==> src/rtl/instr_sequencer_pkg.sv <==
// Shared definitions for the instruction sequencer: engine sizing constants,
// sequencer state encoding and instruction-word field layout.
package instr_sequencer_pkg;

  // Engine-wide sizing (shared with the rest of the MAC engine).
  localparam int BIT_WIDTH                 = 32;
  localparam int INSTRUCTION_MEMORY_FIELDS = 8;
  localparam int INSTRUCTION_MEMORY_SIZE   = 2;

  // Repeat counter width.
  localparam int REP_W = 16;

  // Field indices inside an instruction word.
  localparam int FLD_CTRL = 0;
  localparam int FLD_REP  = 1;

  // Bit positions inside the control field.
  localparam int LAST_BIT = 0;
  localparam int NOP_BIT  = 1;

  typedef enum logic [2:0] {
    ST_IDLE      = 3'd0,
    ST_FETCH     = 3'd1,
    ST_ISSUE     = 3'd2,
    ST_WAIT_DONE = 3'd3,
    ST_FINISH    = 3'd4
  } seq_state_e;

endpackage

==> src/rtl/seq_perf_counters.sv <==
// Saturating performance counters for the instruction sequencer.
// Only compiled when SEQ_PERF_COUNTERS_EN is defined.
`ifdef SEQ_PERF_COUNTERS_EN
module seq_perf_counters (
  input  logic        clk,
  input  logic        reset,
  input  logic        clr,
  input  logic        busy,
  input  logic        stall,
  output logic [31:0] busy_cycles,
  output logic [31:0] stall_cycles
);

  // Count busy cycles, saturating at all-ones; cleared by reset or clr.
  always_ff @(posedge clk or negedge reset) begin
    if (!reset) begin
      busy_cycles <= 32'd0;
    end else if (clr) begin
      busy_cycles <= 32'd0;
    end else if (busy && (busy_cycles != 32'hFFFF_FFFF)) begin
      busy_cycles <= busy_cycles + 32'd1;
    end else begin
      busy_cycles <= busy_cycles;
    end
  end

  // Count issue cycles stalled by the consumer, saturating at all-ones.
  always_ff @(posedge clk or negedge reset) begin
    if (!reset) begin
      stall_cycles <= 32'd0;
    end else if (clr) begin
      stall_cycles <= 32'd0;
    end else if (stall && (stall_cycles != 32'hFFFF_FFFF)) begin
      stall_cycles <= stall_cycles + 32'd1;
    end else begin
      stall_cycles <= stall_cycles;
    end
  end

endmodule
`endif

==> src/rtl/instr_sequencer.sv <==
// Program sequencer for the MAC engine: fetches instruction words by PC,
// issues them over valid/ready, waits for layer completion, and handles
// repeats, NOP skip, LAST termination, PC overrun and abort.
// Optional macro SEQ_PERF_COUNTERS_EN adds busy/stall cycle counters.
module instr_sequencer
  import instr_sequencer_pkg::*;
#(
  parameter int NUM_FIELDS = INSTRUCTION_MEMORY_FIELDS,
  parameter int FIELD_W    = BIT_WIDTH,
  parameter int IM_SIZE    = INSTRUCTION_MEMORY_SIZE,
  parameter int REP_W      = instr_sequencer_pkg::REP_W
) (
  input  logic                          clk,
  input  logic                          reset,
  input  logic                          start,
  input  logic                          abort,
  input  logic [NUM_FIELDS*FIELD_W-1:0] instruction,
  output logic [31:0]                   PC,
  output logic [NUM_FIELDS*FIELD_W-1:0] instr_out,
  output logic                          instr_valid,
  input  logic                          instr_ready,
  input  logic                          layer_done,
  output logic [REP_W-1:0]              rep_idx,
  output logic                          busy,
  output logic                          program_done,
  output logic                          pc_oob_err
`ifdef SEQ_PERF_COUNTERS_EN
  ,
  input  logic                          perf_clr,
  output logic [31:0]                   perf_busy_cycles,
  output logic [31:0]                   perf_stall_cycles
`endif
);

  localparam int WORD_W = NUM_FIELDS * FIELD_W;

  seq_state_e        state;
  seq_state_e        state_nxt;
  logic [31:0]       pc_nxt;
  logic [WORD_W-1:0] instr_out_nxt;
  logic              valid_nxt;
  logic [REP_W-1:0]  rep_nxt;
  logic              oob_nxt;
  logic              done_nxt;
  logic              advance;
  logic              adv_last;

  // Decode of the freshly fetched word (used in FETCH) and of the held word.
  logic              fetch_last;
  logic              fetch_nop;
  logic              held_last;
  logic [REP_W-1:0]  rep_field;
  logic [REP_W:0]    rep_target;
  logic [REP_W:0]    rep_plus_one;
  logic              pc_at_end;

  assign fetch_last   = instruction[FLD_CTRL*FIELD_W + LAST_BIT];
  assign fetch_nop    = instruction[FLD_CTRL*FIELD_W + NOP_BIT];
  assign held_last    = instr_out[FLD_CTRL*FIELD_W + LAST_BIT];
  assign rep_field    = instr_out[FLD_REP*FIELD_W +: REP_W];
  // A repeat count of zero still executes the instruction once.
  assign rep_target   = (rep_field == {REP_W{1'b0}}) ? {{REP_W{1'b0}}, 1'b1}
                                                     : {1'b0, rep_field};
  assign rep_plus_one = {1'b0, rep_idx} + {{REP_W{1'b0}}, 1'b1};
  assign pc_at_end    = (({1'b0, PC} + 33'd1) >= 33'(IM_SIZE));

  // Next-state and next-output computation for the sequencer FSM.
  always_comb begin
    state_nxt     = state;
    pc_nxt        = PC;
    instr_out_nxt = instr_out;
    valid_nxt     = instr_valid;
    rep_nxt       = rep_idx;
    oob_nxt       = pc_oob_err;
    advance       = 1'b0;
    adv_last      = 1'b0;

    if (abort) begin
      state_nxt = ST_IDLE;
      valid_nxt = 1'b0;
      pc_nxt    = 32'd0;
      rep_nxt   = {REP_W{1'b0}};
    end else begin
      case (state)
        ST_IDLE: begin
          if (start) begin
            state_nxt = ST_FETCH;
            pc_nxt    = 32'd0;
            oob_nxt   = 1'b0;
            rep_nxt   = {REP_W{1'b0}};
          end else begin
            state_nxt = ST_IDLE;
          end
        end
        ST_FETCH: begin
          instr_out_nxt = instruction;
          if (fetch_nop) begin
            advance  = 1'b1;
            adv_last = fetch_last;
          end else begin
            state_nxt = ST_ISSUE;
            valid_nxt = 1'b1;
          end
        end
        ST_ISSUE: begin
          if (instr_ready) begin
            valid_nxt = 1'b0;
            state_nxt = ST_WAIT_DONE;
          end else begin
            valid_nxt = 1'b1;
          end
        end
        ST_WAIT_DONE: begin
          if (layer_done) begin
            if (rep_plus_one < rep_target) begin
              rep_nxt   = rep_plus_one[REP_W-1:0];
              state_nxt = ST_ISSUE;
              valid_nxt = 1'b1;
            end else begin
              advance  = 1'b1;
              adv_last = held_last;
            end
          end else begin
            state_nxt = ST_WAIT_DONE;
          end
        end
        ST_FINISH: begin
          state_nxt = ST_IDLE;
        end
        default: begin
          state_nxt = ST_IDLE;
          valid_nxt = 1'b0;
        end
      endcase

      // Shared advance path from FETCH (NOP) and WAIT_DONE (last repeat).
      if (advance) begin
        if (adv_last) begin
          state_nxt = ST_FINISH;
        end else if (pc_at_end) begin
          oob_nxt   = 1'b1;
          state_nxt = ST_FINISH;
        end else begin
          pc_nxt    = PC + 32'd1;
          rep_nxt   = {REP_W{1'b0}};
          state_nxt = ST_FETCH;
        end
      end else begin
        adv_last = 1'b0;
      end
    end

    // program_done is high for exactly the FINISH cycle of a clean run.
    done_nxt = (state_nxt == ST_FINISH) && !oob_nxt;
  end

  // State and output registers with asynchronous active-low reset.
  always_ff @(posedge clk or negedge reset) begin
    if (!reset) begin
      state        <= ST_IDLE;
      PC           <= 32'd0;
      instr_out    <= {WORD_W{1'b0}};
      instr_valid  <= 1'b0;
      rep_idx      <= {REP_W{1'b0}};
      busy         <= 1'b0;
      program_done <= 1'b0;
      pc_oob_err   <= 1'b0;
    end else begin
      state        <= state_nxt;
      PC           <= pc_nxt;
      instr_out    <= instr_out_nxt;
      instr_valid  <= valid_nxt;
      rep_idx      <= rep_nxt;
      busy         <= (state_nxt != ST_IDLE);
      program_done <= done_nxt;
      pc_oob_err   <= oob_nxt;
    end
  end

`ifdef SEQ_PERF_COUNTERS_EN
  logic issue_stall;
  assign issue_stall = (state == ST_ISSUE) && !instr_ready;

  seq_perf_counters u_perf (
    .clk          (clk),
    .reset        (reset),
    .clr          (perf_clr),
    .busy         (busy),
    .stall        (issue_stall),
    .busy_cycles  (perf_busy_cycles),
    .stall_cycles (perf_stall_cycles)
  );
`endif

endmodule

==> config.mk <==
export PLATFORM = sky130hd
export DESIGN_NAME = instr_sequencer
export DESIGN_NICKNAME = d
export VERILOG_FILES = /design/src/rtl/instr_sequencer_pkg.sv /design/src/rtl/seq_perf_counters.sv /design/src/rtl/instr_sequencer.sv
export SDC_FILE = /design/constraint.sdc
export NUM_CORES = 1
export LEC_CHECK = 0
export BUFFER_PORTS_ARGS = -buffer_cell sky130_fd_sc_hd__buf_2
export CAP_MARGIN = 15
export CORE_AREA = 2 2 222 224
export CTS_BUF_LIST = sky130_fd_sc_hd__clkbuf_4 sky130_fd_sc_hd__clkbuf_8
export CTS_CLUSTER_DIAMETER = 30
export DETAILED_ROUTE_END_ITERATION = 7
export DIE_AREA = 0 0 224 226
export GPL_ROUTABILITY_DRIVEN = 0
export SYNTH_ARGS = -nofsm -noshare
export SYNTH_HDL_FRONTEND = slang
export SYNTH_SLANG_ARGS = --single-unit
export TNS_END_PERCENT = 20
==> constraint.sdc <==
create_clock -name clk -period 4.6 [get_ports clk]
set_clock_uncertainty 0.05 [all_clocks]
set_input_delay 0.92 -clock clk [delete_from_list [all_inputs] [get_ports clk]]
set_output_delay 0.92 -clock clk [all_outputs]
set_load 0.05 [all_outputs]
; ---- After elaboration in Yosys (flattened, before gate mapping)
; Index checks and enable logic that the tools add are counted.
[op_classes]
n_addsub = 3
n_lt_le_gt_ge = 2
eq_ne = 9
muxes = 47
n_bitwise = 1
n_reduce_logical = 8
[op_table]
columns = cell, n
row1 = $mux W32, 6
row2 = $mux W16, 8
row3 = $add A32 B1 Y33 const B, 1
row4 = $ge A33 B2 Y1 const B, 1
row5 = $add A32 B1 Y32 const B, 1
row6 = $pmux W16 S2, 1
row7 = $mux W3, 8
row8 = $mux W1, 20
row9 = $add A16 B1 Y17 const B, 1
row10 = $lt A17 B16 Y1, 1
row11 = $logic_not A16 Y1, 1
row12 = $pmux W3 S4, 1
row13 = $ne A3 B3 Y1 const B, 3
row14 = $eq A3 B2 Y1 const B, 2
row15 = $eq A3 B3 Y1 const B, 2
row16 = $pmux W1 S2, 2
row17 = $pmux W1 S4, 1
row18 = $reduce_and A4 Y1, 1
row19 = $eq A3 B1 Y1 const B, 1
row20 = $logic_not A3 Y1, 1
row21 = $reduce_bool A3 Y1, 1
row22 = $ne A2 B1 Y1 const B, 1
row23 = $reduce_and A2 Y1, 1
row24 = $reduce_or A2 Y1, 1
row25 = other kinds (3), 3
[word_totals]
regBits = 311

; ---- Longest topological paths before layout
; Gate-level depths: netlist of the first run.
[depth]
depth_word = 12
depth_mapped = 16
ltp_nobuf = 15

; ---- Worst setup path before layout of the first run
; Ideal clock, no wire load.
[synth_timing]
kind = reg2reg
from = register rep_idx[0]
to = register PC[0]
t_arrival_ps = 3990
path_slack_ps = 435
stages_incl_launch_ff = 16
period_less_slack_ps = 4165
path_cell_list = dfrtp_1 ha_1 nand2_1 nor3_1 nand3_1 or2_2 nor2_1 xor2_1 ha_1 nand3_1 or3_1 a31oi_1 o211ai_1 a211oi_4 nand2_1 mux2_4
[synth_between]
elab_chain_len = 9
word_cells_on_any_way = 13
[synth_rtl]
columns = item, line_no
row1 = "start, declared", instr_sequencer.sv:23  ; output logic [REP_W-1:0] rep_idx,
row2 = "start signal, assigned", instr_sequencer.sv:164  ; rep_idx <= {REP_W{1'b0}};
row3 = "start signal, assigned", instr_sequencer.sv:173  ; rep_idx <= rep_nxt;
row4 = $add A16 B1 Y17 *, instr_sequencer.sv:64  ; assign rep_plus_one = {1'b0, rep_idx} + {{REP_W{1'b0}}, 1'b1};
row5 = $lt A17 B16 Y1 *, instr_sequencer.sv:115  ; if (rep_plus_one < rep_target) begin
row6 = $mux W1, instr_sequencer.sv:115
row7 = $mux W1, instr_sequencer.sv:114  ; if (layer_done) begin
row8 = $pmux W1 S2, instr_sequencer.sv:84  ; case (state)
row9 = $mux W1, instr_sequencer.sv:78  ; if (abort) begin
row10 = $mux W32, instr_sequencer.sv:138  ; if (adv_last) begin
row11 = $mux W32 *, instr_sequencer.sv:137  ; if (advance) begin
row12 = $mux W32 *, instr_sequencer.sv:78
row13 = net pc_nxt[0], instr_sequencer.sv:39  ; logic [31:0] pc_nxt;
row14 = "end signal, assigned", instr_sequencer.sv:170  ; PC <= pc_nxt;
row15 = "end, declared", instr_sequencer.sv:18  ; output logic [31:0] PC,
; The timed path passes the listed nets; every way through them passes the cells marked *. The select of a mux whose other input is x is not followed.
; A chain may end at the register's enable or synchronous reset.

; ---- Worst setup path in the final report of the first run
[layout_timing]
from = register rep_idx[0]
to = register PC[25]
; Same word-level chain as after synthesis.

==> out/metrics.yaml, run 1 <==
slowest_stage: "dfrtp_1"
cts.clk_slew.worst_paths_ns: 0.05
ys_warn_count: 0
grt_max_degree: 157
required_ns: 5.05
row_count: 81
die_area_um2: 50600
cts.sinks: 311
route.antenna.remaining_nets: 0
hold_path.class: "in -> async"
tightest_slew_ns: 0.938
drive_gt1_share_pct: 59.5
vias: 10600
drt-pass1-iter-count: 6
cts_buffer_depth: 3
die_w_um: 224
status: "completed"
setup_viol: 0
reg2reg_to: "PC[25]"
routedWlPerCell_um: 18.1
root_buffer: "clkbuf_8"
relSlewSlack_pct: 37.5
ir_drop_mv: 0.554
grt.total_usage_pct: 16.0
synth_area_leaders: "dfrtp_1, mux2_2, ha_1, and2_1, nand2_1"
worstPathArrival_ns: 4.65
crit_family: "simple AND/OR/NAND/NOR gates"
cts_resized: 0
layout.nets: 1894
total_power_mw: 14.8
crit_fanout: 21
grt-ovfl-total: 0
pwr_density_cell_nw_per_um2: 789
hold_viol: 0
h-tree-depth: 3
path_cells: "ha_1, nand2_1, nor3_1, nand3_1, or2_2, nor2_1, xor2_1, ha_1, nand3_1, or3_1, a31oi_1, o211ai_1, a211oi_4, a21boi_2, buf_4, and2_1"
postCtsSetupBuffers: 0
routed_wl_mm: 41.8
slew_violations: 0
fin_area_um2: 18800
synth_area_um2: 13200
numCtsBuffers: 82
yosys.area.top_type: "dfrtp_1"
synth_cell_type_count: 67
portBuffers: 569
antenna_found_initial: 3
grt_pass1_wl_mm: 63.4
grt_pass1_vias: 11300
drc: 0
finalCriticalPeriod_ns: 4.20
reg2reg_from: "rep_idx[0]"
start_util_pct: 27.4
max_stage_delay_ns: 0.44
worstSetupEndpointType: "flip-flop"
ys_seq_elements: 311
rrSetupSlack_ns: 0.40
seq_area_frac_synth_pct: 58.8
placed_area_um2: 16800
insertion_delay_ns: 0.64
startpoint: "rep_idx[0]"
synth_top_area_share_pct: 58.8
p_leak_nw: 9.00
synth-edff-count: 0
core_um2: 48300
fin_setup_tns_ns: 0
maxCapViolCount: 0
ctsHoldBuffers: 0
drt_iter0_markers: 520
synth_ff_type: "dfrtp_1"
synthCells: 992
fmax_mhz: 238
syn-num-nets: 1272
avgSynthCellArea_um2: 13.3
final_cell_mix: "buf_2, dfrtp_1, mux2_2"
rsz0062_at_grt: "no"
area_delta_synth_final_pct: 42.2
dp_hpwl_mm: 30.8
final_common_cell: "buf_2"
reg2regPathDepth: 16
cp-start-kind: "flip-flop"
die_y_um: 226
period_share_pct: 91.4
hold_ws_ns: 0.278
ioPinCount: 570
cts_tree: "built"
critPathBufInv: 1
vias_per_cell: 4.57
async_flop_share_pct: 100
critical_path_class: "reg -> reg"
[metrics by stage]
stage | instances | worst slack (ns) | util (%)
after floorplan | 992 | 0.435 | -
after global placement | 2152 | 0.519 | 34.7
after detailed placement | 2152 | 0.438 | 34.7
after CTS | 2303 | 0.387 | 38.9
after global routing | 2306 | 0.0192 | 38.9
final | 2307 | 0.395 | 38.9
[area by class of cell]
type	count	area, um^2
repair buffers	581	3000
clock buffers	115	1500
inverters	26	97.6
well taps	622	778
diodes	4	10.0
flip-flops and latches	311	7780
fillers	4683	29500
clock inverters	36	515
multi-input cells	612	5140
[routing by layer]
layer	vias to the layer above	routed length (um)	global-route usage, %
li1	4847	-	-
met3	65	3070	5.37
met1	5251	16000	18.0
met2	390	21700	27.5
met5	-	0	0
met4	0	1040	7.48
[sequential cells by signal, indices dropped and copies added (netlist names)]
name and count:
state 3, instr_valid 1, PC 32, instr_out 256
rep_idx 16, busy 1, pc_oob_err 1, program_done 1
[how the worst max path moves through the flow]
stage	slack (ns)	depth (start not counted)	end
finish	0.40	16	PC[25]
detailed placement	0.44	15	rep_idx[2]
floorplan	0.43	15	PC[0]
global route	0.02	16	PC[20]
CTS	0.39	16	PC[25]
global placement	0.52	15	rep_idx[3]
[where the power goes]
group	internal, mW	switching (mW)
logic	1.57	4.75
clock network	2.74	1.47
registers	3.74	0.558
[synth_stat cells (3+ instances only)]
library cell  instances
nand3b_1              3
o21ai_0              27
nor3b_1               5
a22oi_1               9
a21oi_1              16
nor4_1               16
ha_1                 18
nand2_1              44
nor2_2                9
clkbuf_1             17
dfrtp_1             311
a311oi_1              7
buf_2                20
xnor2_1              11
nor3_1               21
or2_2                 3
xor2_1                7
a41oi_1               3
a31oi_1               3
nand2b_1              5
nor2b_1               4
and4_1                4
nand4_1              14
and3_1                5
inv_1                26
a211oi_1              4
nand3_1              23
nor2_1               29
mux2i_1               4
mux2_2              241
buf_6                 3
or3_1                 5
and2_1               32
[cells by family after synthesis]
logic type / Yosys count / share of synthesized area [%]
AOI/OAI and AO/OA: 96 / 5.12
xor gates and xnor gates: 18 / 1.19
adders and majority gates: 18 / 1.70
buffers and inverters: 69 / 2.38
DFF: 311 / 58.8
muxes: 246 / 20.9
and+or+nand+nor: 234 / 9.85
(Power assumes the default switching activity.)
==> inputs of run 2 (changes only) <==
==> constraint.sdc (replaced) <==
create_clock -name clk -period 5.2 [get_ports clk]
set_clock_uncertainty 0.05 [all_clocks]
set_input_delay 1.04 -clock clk [delete_from_list [all_inputs] [get_ports clk]]
set_output_delay 1.04 -clock clk [all_outputs]
set_load 0.05 [all_outputs]
==> run 2 against run 1 <==
Effect of this change: largest cell class unchanged; worst hold slack gained 0.16 ns; sequential power shrank 12%; clock power fell by 13%.
==> out/metrics.yaml, run 2 (same netlist as run 1, synthesis figures left out) <==
status: "completed"
setup_viol: 0  # unchanged
cts_resized: 0  # unchanged
p_leak_nw: 8.94  # -0.62%
hold_path.class: "in -> async"
period_share_pct: 85.4  # -6.0 points
cts_tree: "built"
vias_per_cell: 4.53  # -1.1%
vias: 10400  # -1.5%
final_util_pct: 38.8  # -0.16 points
insertion_delay_ns: 0.64  # about the same
reg2reg_from: "rep_idx[0]"
ctsHoldBuffers: 0  # unchanged
portBuffers: 569  # unchanged
die_w_um: 224  # unchanged
largest_reg_flops: 256  # unchanged
h-tree-depth: 3  # unchanged
core_um2: 48300  # unchanged
ir_drop_mv: 0.599  # +8.1%
relSlewSlack_pct: 36.0  # -1.5 points
worstSetupEndpointType: "flip-flop"
p_sw_share_pct: 45.8  # +0.091 points
final_cell_mix: "buf_2, dfrtp_1, mux2_2"
final_common_cell: "buf_2"
cts.sinks: 311  # unchanged
root_buffer: "clkbuf_8"
drive_gt1_share_pct: 59.3  # -0.27 points
cts_buffer_depth: 3  # unchanged
routed_wl_mm: 41.2  # -1.4%
numCtsBuffers: 80  # -2.4%
maxCapViolCount: 0  # unchanged
grt_pass1_vias: 11100  # -1.9%
cp-start-kind: "flip-flop"
route.antenna.remaining_nets: 0  # unchanged
start_util_pct: 27.4  # unchanged
fillers: 4730  # +1.0%
row_count: 81  # unchanged
area_delta_synth_final_pct: 41.6
p_sw_mw: 5.98  # -12%
slew_violations: 0  # unchanged
fin_setup_tns_ns: 0  # unchanged
grt_max_degree: 146  # -7.0%
die_y_um: 226  # unchanged
fmax_mhz: 225  # -5.3%
ioPinCount: 570  # unchanged
power_frac_comb_pct: 42.9  # +0.3 points
p_clk_share_pct: 28.1  # -0.3 points
critical_path_class: "reg -> reg"
tightest_slew_ns: 0.960  # +0.0218 ns
cts.clk_slew.worst_paths_ns: 0.05  # about the same
antenna_found_initial: 5  # +2
postCtsSetupBuffers: 0  # unchanged
drt-pass1-iter-count: 4  # -2
hold_ws_ns: 0.441  # +0.164 ns
top_regs: "instr_out (256), PC (32), rep_idx (16)"
routedWlPerCell_um: 17.9  # -0.91%
dp_hpwl_mm: 30.5  # -0.94%
hold_viol: 0  # unchanged
grt_pass1_wl_mm: 62.4  # -1.6%
required_ns: 5.70  # +0.65 ns
grt.total_usage_pct: 15.8  # -0.26 points
die_area_um2: 50600  # unchanged
worstPathArrival_ns: 4.94  # +0.29 ns
drt_iter0_markers: 626  # +20%
layout.nets: 1886  # -0.42%
finalCriticalPeriod_ns: 4.44  # +0.236 ns
pwr_density_cell_nw_per_um2: 697  # -12%
seqPwrFrac_pct: 29.0  # about the same
crit_fanout: 10  # -52%
rsz0062_at_grt: "no"
startpoint: "rep_idx[0]"
drc: 0  # unchanged
top_register: "instr_out"
internal-power_mw: 7.08  # -12%
grt-ovfl-total: 0  # unchanged
[run 2: cell count changes in the layout (fill, tap and decap cells not counted), sizes merged]
cell      change
clkbuf        -7
bufinv        +1
clkinvlp      +1
buf           -6
[run 2: stage by stage]
| step | instances | total power [mW] | setup WS, ns | area (um^2) |
|---|---|---|---|---|
| 2_1_floorplan | 992 | 7.91 | 1.03 | 13200 |
| 5_1_grt | 2293 | 13.6 | 0.350 | 18700 |
| 6_report | 2296 | 13.1 | 0.759 | 18700 |
| 3_5_place_dp | 2145 | 9.46 | 0.580 | 16800 |
| 4_1_cts | 2291 | 13.2 | 0.557 | 18700 |
| 3_3_place_gp | 2145 | 9.39 | 0.696 | 16800 |
[run 2: final cells by class]
cell class	instances	area (um^2)	area share, %
Antenna cell	4	10.0	0.0534
Clock buffer	108	1410	7.50
Clock inverter	38	562	3.00
Inverter	26	97.6	0.521
Multi-Input combinational cell	612	5140	27.4
Sequential cell	311	7780	41.5
Tap cell	622	778	4.15
Timing Repair Buffer	575	2970	15.8
[run 2: final timing paths]
| path | end | slack [ns] | depth (start not counted) |
|---|---|---|---|
| max | rep_idx[14] | 0.76 | 15 |
| min | instr_out[155] | 0.44 | 1 |
| max reg2reg | rep_idx[14] | 0.76 | 15 |
| min reg2reg | program_done | 0.44 | 1 |
| max in group asynchronous | instr_out[22] | 3.63 | 2 |
| min in group clk | program_done | 0.44 | 1 |
[run 2: power by group through the flow]
stage | Clock [mW] | Sequential (mW) | Combinational (mW)
after CTS | 3.79 | 3.80 | 5.66
after global routing | 3.91 | 3.91 | 5.82
after global placement | 0 | 3.77 | 5.62
after floorplan | 0 | 6.93 | 0.973
after detailed placement | 0 | 3.81 | 5.65
final | 3.68 | 3.79 | 5.60
[run 2: worst max-delay path: stages, from the launching register on]
cell and delay [ns]:
dfrtp_1 0.43, ha_1 0.28, nand2_1 0.13, nor3_1 0.23, nand3_1 0.20, or2_2 0.37
nor2_1 0.21, xor2_1 0.10, ha_1 0.31, nand3_1 0.09, or3_1 0.38, a31oi_1 0.37
nor2_1 0.18, o21ai_1 0.63, nand2_1 0.20, a31oi_4 0.20
[run 2: per-layer routing]
layer	up-vias	track usage, %	part of all wire (%)
met5	-	0	0.053
met3	71	5.70	8.0
met4	4	7.14	2.4
li1	4829	-	-
met1	5126	17.8	38
met2	361	26.7	51
==> inputs of run 3 (changes only) <==
--- a/config.mk
+++ b/config.mk
@@ -13,6 +13,7 @@
 export DETAILED_ROUTE_END_ITERATION = 7
 export DIE_AREA = 0 0 224 226
 export GPL_ROUTABILITY_DRIVEN = 0
+export RECOVER_POWER = 25
 export SYNTH_ARGS = -nofsm -noshare
 export SYNTH_HDL_FRONTEND = slang
 export SYNTH_SLANG_ARGS = --single-unit
==> run 3 against run 2 <==
Effect of this change: the run now ends with max-capacitance violations, max-slew violations left; non-clock buffer count is the same; total power is essentially flat; via count grew 0.13%; largest power group unchanged.
==> out/metrics.yaml, run 3 (same netlist as run 1, synthesis figures left out) <==
required_ns: 5.70  # about the same
timing.final.ws_setup_ns: 0.757  # -0.00281 ns
use_met2_pct: 26.7  # unchanged
min_delay_path_depth: 1
row_count: 81  # unchanged
final_cell_mix: "buf_2, dfrtp_1, mux2_2"
worstPathArrival_ns: 4.94  # about the same
dp_hpwl_mm: 30.5  # unchanged
status: "complete, but fails checks"
drive_gt1_share_pct: 59.2  # -0.060 points
multi_input_area_um2: 5140  # unchanged
violations: "max-capacitance violations, max-slew violations"
core_um2: 48300  # unchanged
fin_setup_tns_ns: 0  # unchanged
hold_start: "pc_oob_err"
pwr_density_cell_nw_per_um2: 698  # +0.14%
fin_area_um2: 18700  # -0.14%
portBuffers: 569  # unchanged
ioPinCount: 570  # unchanged
postCtsSetupBuffers: 0  # unchanged
drt_iter0_markers: 624  # -0.32%
numCtsBuffers: 80  # unchanged
insertion_delay_ns: 0.64  # about the same
dpl_worst_slack_ns: 0.580  # unchanged
grt_max_degree: 146  # unchanged
relSlewSlack_pct: -99.7  # -140 points
reg2reg_from: "rep_idx[0]"
rrSetupSlack_ns: 0.76  # about the same
routedWlPerCell_um: 17.9  # about the same
worstSetupEndpointType: "flip-flop"
reg2reg_to: "rep_idx[14]"
antenna_found_initial: 5  # unchanged
ctsHoldBuffers: 0  # unchanged
vias_per_cell: 4.53  # +0.13%
fillers: 4731  # +0.021%
whs_endpoint: "program_done"
final_common_cell: "buf_2"
reg2regPathDepth: 15  # unchanged
grt-ovfl-total: 0  # unchanged
root_buffer: "clkbuf_8"
critical_path_class: "reg -> reg"
grt_pass1_wl_mm: 62.4  # unchanged
die_area_um2: 50600  # unchanged
finalCriticalPeriod_ns: 4.44  # +0.00281 ns
vias: 10400  # +0.13%
cts.sinks: 311  # unchanged
grt.total_usage_pct: 15.8  # unchanged
cts_buffer_depth: 3  # unchanged
seq_area_um2: 7780  # unchanged
top_usage_layer: "met2"
fin_cells: 2296  # unchanged
maxCapViolCount: 1  # +1
routed_wl_mm: 41.2  # about the same
cts.clk_slew.worst_paths_ns: 0.05  # about the same
hold_path.class: "reg -> reg"
cts_resized: 0  # unchanged
tightest_slew_ns: 3.00  # +2.04 ns
setup_viol: 0  # unchanged
route.antenna.remaining_nets: 0  # unchanged
placed_area_um2: 16800  # unchanged
drt-pass1-iter-count: 4  # unchanged
rsz0062_at_grt: "no"
hold_ws_ns: 0.442  # +0.000259 ns
place_inst: 2145  # unchanged
die_y_um: 226  # unchanged
period_share_pct: 85.4  # about the same
fmax_mhz: 225  # about the same
largest_reg_flops: 256  # unchanged
top_register: "instr_out"
layout.nets: 1886  # unchanged
met1_usage_pct: 17.8  # unchanged
final_util_pct: 38.7  # -0.054 points
top_regs: "instr_out (256), PC (32), rep_idx (16)"
crit_fanout: 10  # unchanged
total_power_mw: 13.1  # about the same
drc: 0  # unchanged
use_met3_pct: 5.70  # unchanged
area_delta_synth_final_pct: 41.4
die_w_um: 224  # unchanged
cp-start-kind: "flip-flop"
start_util_pct: 27.4  # unchanged
grt_pass1_vias: 11100  # unchanged
p_leak_nw: 8.93  # -0.13%
cts_tree: "built"
ir_drop_mv: 0.599  # about the same
h-tree-depth: 3  # unchanged
hold_viol: 0  # unchanged
slew_violations: 108  # +108
-- run 3: critical path, stage by stage (launching register included) --
cell,delay (ns)
dfrtp_1,0.43
ha_1,0.28
nand2_1,0.13
nor3_1,0.23
nand3_1,0.20
or2_2,0.37
nor2_1,0.21
xor2_1,0.10
ha_1,0.31
nand3_1,0.09
or3_1,0.38
a31oi_1,0.37
nor2_1,0.18
o21ai_1,0.63
nand2_1,0.20
a31oi_4,0.20
-- run 3: layer usage --
metal / vias to the layer above / part of all wire [%] / routed length [um]
met5: - / 0.053 / 22
met1: 5133 / 38 / 15800
li1: 4828 / - / -
met2: 367 / 51 / 21100
met4: 4 / 2.4 / 1010
met3: 72 / 8.0 / 3300
-- run 3: cell type report --
cell class | count | area share, %
antenna | 4 | 0.0535
clock inverter | 38 | 3.00
sequential | 311 | 41.6
inverter | 26 | 0.522
clock buffer | 108 | 7.51
timing repair buffer | 575 | 15.7
tap | 622 | 4.16
multi-input combinational | 612 | 27.5
-- run 3: worst max path at each step --
stage,to,cells past startpoint,startpoint,slack [ns]
2_1_floorplan,PC[0],15,rep_idx[0],1.03
3_3_place_gp,rep_idx[11],15,rep_idx[0],0.70
3_5_place_dp,rep_idx[11],15,rep_idx[0],0.58
4_1_cts,rep_idx[11],15,rep_idx[0],0.56
5_1_grt,rep_idx[14],15,rep_idx[0],0.35
6_report,rep_idx[14],15,rep_idx[0],0.76
-- run 3: power by group --
| part | internal [mW] | total, mW | leakage, nW | switching [mW] |
|---|---|---|---|---|
| registers | 3.31 | 3.79 | 3.80 | 0.475 |
| clock network | 2.38 | 3.68 | 0.988 | 1.29 |
| logic | 1.39 | 5.60 | 4.15 | 4.21 |
| total | 7.08 | 13.1 | 8.93 | 5.98 |
